<file path="config.mk">
export PLATFORM = sky130hd
export DESIGN_NAME = addsub_serial
export DESIGN_NICKNAME = d
export VERILOG_FILES = /design/src/rtl/addsub_serial.sv
export SDC_FILE = /design/constraint.sdc
export NUM_CORES = 1
export LEC_CHECK = 0
export CORE_MARGIN = 2
export CORE_UTILIZATION = 35
export DETAILED_ROUTE_END_ITERATION = 16
export MAX_ROUTING_LAYER = met4
export SYNTH_ARGS = -nofsm -noshare
export SYNTH_HDL_FRONTEND = slang
export SYNTH_SLANG_ARGS = --single-unit
</file>
<file path="constraint.sdc">
create_clock -name clk -period 4.25 [get_ports clk]
set_clock_uncertainty 0.2 [all_clocks]
set_input_delay 1.0625 -clock clk [delete_from_list [all_inputs] [get_ports clk]]
set_output_delay 1.0625 -clock clk [all_outputs]
set_load 0.005 [all_outputs]
</file>
<file path="src/rtl/addsub_serial.sv">
// Slice-serial adder/subtractor: SLICE bits per cycle, LSB slice first, WIDTH/SLICE cycles per operation.
// Define ADDSUB_SERIAL_FLAGS_EN to build the ovf/zero flag logic; otherwise both flags are tied to 0.
module addsub_serial #(
   parameter int WIDTH = 16,
   parameter int SLICE = 4
) (
   input  logic             clk,
   input  logic             rst,
   input  logic             start,
   input  logic             ctrl,
   input  logic [WIDTH-1:0] a,
   input  logic [WIDTH-1:0] b,
   output logic             busy,
   output logic             done,
   output logic [WIDTH-1:0] s,
   output logic             co,
   output logic             ovf,
   output logic             zero
);

   localparam int N  = WIDTH / SLICE;
   localparam int CW = (N > 1) ? $clog2(N) : 1;

   typedef enum logic [1:0] {
      IDLE = 2'd0,
      RUN  = 2'd1,
      DONE = 2'd2
   } state_t;

   state_t           state_r;
   state_t           state_nx_s;
   logic [WIDTH-1:0] a_r;
   logic [WIDTH-1:0] b_r;
   logic             ctrl_r;
   logic             carry_r;
   logic [CW-1:0]    cnt_r;
   logic [WIDTH-1:0] s_r;
   logic             co_r;
   logic             busy_r;
   logic             done_r;

   logic [SLICE-1:0] a_sl_s;
   logic [SLICE-1:0] b_sl_s;
   logic [SLICE:0]   sum_s;
   logic [WIDTH-1:0] result_s;
   logic             last_s;
   logic             accept_s;
   int               base_s;

   // Current slice sum and the full result as it will look after this RUN cycle
   always_comb begin
      base_s   = int'(cnt_r) * SLICE;
      a_sl_s   = a_r[base_s +: SLICE];
      b_sl_s   = b_r[base_s +: SLICE] ^ {SLICE{ctrl_r}};
      sum_s    = {1'b0, a_sl_s} + {1'b0, b_sl_s} + {{SLICE{1'b0}}, carry_r};
      result_s = s_r;
      result_s[base_s +: SLICE] = sum_s[SLICE-1:0];
      last_s   = (cnt_r == CW'(N - 1));
      accept_s = start && (state_r != RUN);
   end

   // FSM state register
   always_ff @(posedge clk) begin
      if (rst) begin
         state_r <= IDLE;
      end else begin
         state_r <= state_nx_s;
      end
   end

   // FSM next-state logic; start is only honoured outside RUN
   always_comb begin
      state_nx_s = state_r;
      case (state_r)
         IDLE: begin
            if (start) state_nx_s = RUN;
            else       state_nx_s = IDLE;
         end
         RUN: begin
            if (last_s) state_nx_s = DONE;
            else        state_nx_s = RUN;
         end
         DONE: begin
            if (start) state_nx_s = RUN;
            else       state_nx_s = IDLE;
         end
         default: state_nx_s = IDLE;
      endcase
   end

   // Operand latch, slice datapath, carry chain and registered status outputs
   always_ff @(posedge clk) begin
      if (rst) begin
         a_r     <= '0;
         b_r     <= '0;
         ctrl_r  <= 1'b0;
         carry_r <= 1'b0;
         cnt_r   <= '0;
         s_r     <= '0;
         co_r    <= 1'b0;
         busy_r  <= 1'b0;
         done_r  <= 1'b0;
      end else begin
         busy_r <= (state_nx_s == RUN);
         done_r <= (state_nx_s == DONE);
         if (accept_s) begin
            a_r     <= a;
            b_r     <= b;
            ctrl_r  <= ctrl;
            carry_r <= ctrl;
            cnt_r   <= '0;
         end else if (state_r == RUN) begin
            s_r     <= result_s;
            carry_r <= sum_s[SLICE];
            cnt_r   <= cnt_r + CW'(1);
            if (last_s) begin
               co_r <= sum_s[SLICE];
            end
         end
      end
   end

`ifdef ADDSUB_SERIAL_FLAGS_EN
   logic ovf_r;
   logic zero_r;

   // Flags from the completed result; carry into the MSB is recovered as a ^ b' ^ sum at that bit
   always_ff @(posedge clk) begin
      if (rst) begin
         ovf_r  <= 1'b0;
         zero_r <= 1'b0;
      end else if ((state_r == RUN) && last_s && !accept_s) begin
         ovf_r  <= a_r[WIDTH-1] ^ b_r[WIDTH-1] ^ ctrl_r ^ result_s[WIDTH-1] ^ sum_s[SLICE];
         zero_r <= (result_s == '0);
      end
   end

   assign ovf  = ovf_r;
   assign zero = zero_r;
`else
   assign ovf  = 1'b0;
   assign zero = 1'b0;
`endif

   assign busy = busy_r;
   assign done = done_r;
   assign s    = s_r;
   assign co   = co_r;

endmodule

</file>
==> impl_results.md <==
- Reg2Reg Launch Point: cnt_r[0]
- DRC: 0
- Largest net degree at the start of global routing: between 50 and 60
- Total core area: 6830 µm²
- Post-CTS Setup Bufs: 0
- DRT Pass-1 Iters: 4
- Setup Crit Path Kind: register to register
- Area contributors post-synth: dfxtp_1 46%, nand2_1 11%, a21oi_1 7.6%
- Top Family by Delay on Critical Path: adder cells
- Num CTS Buffers: 9
- Start point of the worst hold path: a_r[8]
- CTS tree: built
- Cells after Synth: 277
- Die area: 7800 µm²
- Xor and xnor area share after synthesis: 2.46%
- Fin worst setup slack: about 1.3 ns
- EDFF count, synth: 0
- Ys async rst share: 0%
- Layout cell share with drive strength beyond 1: 9.09%
- Final setup viols: 0
- Setup TNS: 0 ns
- Sequential Area: approximately 1100 µm²
- Root buf cell: clkbuf_8
- Chip width: 88.3 µm
- Design area: around 3200 µm²
- Grt ovf: 0
- Tcrit/Tclk final: 70.0%
- Effective utilization at floorplan: between 30 and 40%
- Type of the most critical hold path: register to register
- IO Pins: between 50 and 60
- Routed wire length: ~5400 µm
- YS warnings: 0
- Cell variety after synth: 31
- DRT iter0 DRCs: ~110
- Synth top area share: 45.8%
- Post-Synth Adder-Cell Area: 6.13%
- WP data required: 4.31 ns
- IO Port Bufs: 54
- Die Y-Extent: 88.3 µm
- Static leakage: 1.24 nW
- Top_reg_cell synth: dfxtp_1
- Gr usage total: roughly 16%
- Final-stage net count: approximately 370
- Crit path max fanout: 11
- Seq/Total Area, Yosys: 45.8%
- Area added between synthesis and finish: 30.1%
- Final Max Slew Viols: 0
- Fmax: 0.336 GHz
- Commonest cells in the netlist: 73 x nand2_1, 57 x dfxtp_1, 38 x a21oi_1
- Pwr dens: 375 nW/µm²
- CP max stage cell: mux4_2
- Initial antenna violation count: 0
- Count leader, synth: nand2_1
- Final Hold Fails: 0
- RSZ-0062 raised after global routing: no
- Clock tree sinks: 57
- ANT nets after route: 0
- Multiplexer area fraction after synthesis: 7.24%
- DR WL/cell: 12.7 µm
- Pre-CTS setup slack: ~1.3 ns
- ANT cells: 0
- Worst Setup End Kind: register
- Critical Path Max Stage Delay: between 0.5 and 0.6 ns
- Vias in the first global route: about 2000
- Post-layout min period: just under 3 ns
- Setup crit start: cnt_r[0]
- # hold bufs at CTS: 0
- Worst skew pair latency: 0.33 ns
- Element type at the critical path start: register
- Compound-Gate Fraction of Synth Area: 13.8%
- Placed cell area: 3060 µm²
- Global-route wire length before repair: 9320 µm
- Post-synth top area cell: dfxtp_1
- Max-cap viol count: 0
- Worst path arrival time: 3.04 ns
- Worst-path clk slew: 0.06 ns
- Slew of the pin with the lowest slew margin: between 1 and 1.5 ns
- Clock Path Buffers: 2
- Resized cells post-CTS: 0
- Placer Congestion: 0.784
- Slew margin rel.: 31.0%
- H-tree levels: 3
- CP bufs+invs: 3
- Via count: 2015
- Post-synthesis simple-gate area fraction: a little under a fifth
- Maximum vdd drop: 147 µV
- Layout fillers: 700
- Outcome: finished clean
- Synthesized area: between 2000 and 2500 µm²
- Mean Syn Cell Area: 8.99 µm²
- Crit-path cells: buf_4 -> mux4_2 -> inv_1 -> fa_1 -> inv_1 -> fa_1 -> xor2_1 -> a22oi_1 -> nor2_1
- Synthesized flop and latch total: 57
- Post-DP HPWL: 3740 µm
- Largest family of logic cells by synthesized area: simple AND/OR/NAND/NOR gates
- # rows: 30
- Multi-input logic area: roughly 1200 µm²
- Via density per instance: 4.73
- Pwr Total: 0.00121 W
==> final cells by class <==
class	count	area share, %
Tap cell	96	3.71
Multi-Input combinational cell	195	37.7
Clock inverter	3	0.464
Sequential cell	57	35.2
Inverter	7	0.811
Clock buffer	12	5.10
Timing Repair Buffer	56	17.0
==> power breakdown <==
part | total (W) | switching, W | internal, W
registers | 0.000575 | 0.0000151 | 0.000560
clock network | 0.000461 | 0.000208 | 0.000253
logic | 0.000177 | 0.0000935 | 0.0000839
total | 0.00121 | 0.000317 | 0.000896
==> logic make-up after synthesis <==
family,Yosys count
xor gates and xnor gates,7
muxes,8
and+or+nand+nor,109
DFF,57
buffers and inverters,26
AOI/OAI and AO/OA,58
other,1
adders and majority gates,11
==> sequential cells by signal, summed over array words and instances (netlist names) <==
register  count
done          1
s            16
co            1
busy          1
carry_r       1
b_r          16
a_r          16
state_r       2
cnt_r         2
ctrl_r        1
==> worst min-delay path: stages, from the launching register on <==
cell and delay (ns):
dfxtp_1 0.31, nand2_1 0.05, a21oi_1 0.05
==> layer usage <==
layer	track usage, %	part of all wire (%)	vias to the layer above
met1	20.4	48	936
met2	24.7	46	42
met5	-	0	-
li1	-	-	1028
met4	5.37	1.3	0
met3	4.57	4.1	9
==> path summary, 6_finish.rpt <==
check             slack [ns]  cells past startpoint     end
hold reg to reg         0.25                      2  a_r[8]
setup reg to reg        1.27                      9    s[6]
hold / removal          0.25                      2  a_r[8]
setup / recovery        1.27                      9    s[6]
==> stage by stage <==
stage                     hold WS [ns]  utilization [%]  instances
after floorplan                  0.233                -        278
after global placement           0.239             44.8        411
after detailed placement         0.244             44.8        411
after CTS                        0.253             47.4        426
after global routing             0.277             47.4        426
final                            0.252             47.4        426
==> placed cells by master, fill, tap and decap left out, types with 5 or more instances in the layout <==
cell type	n
a22oi_1	16
ha_1	9
mux4_2	8
dfxtp_1	57
inv_1	7
clkbuf_8	12
nor2_1	24
xor2_1	5
nand2_1	73
a21oi_1	38
clkdlybuf4s50_1	53
Power figures use the tool's default switching activity.
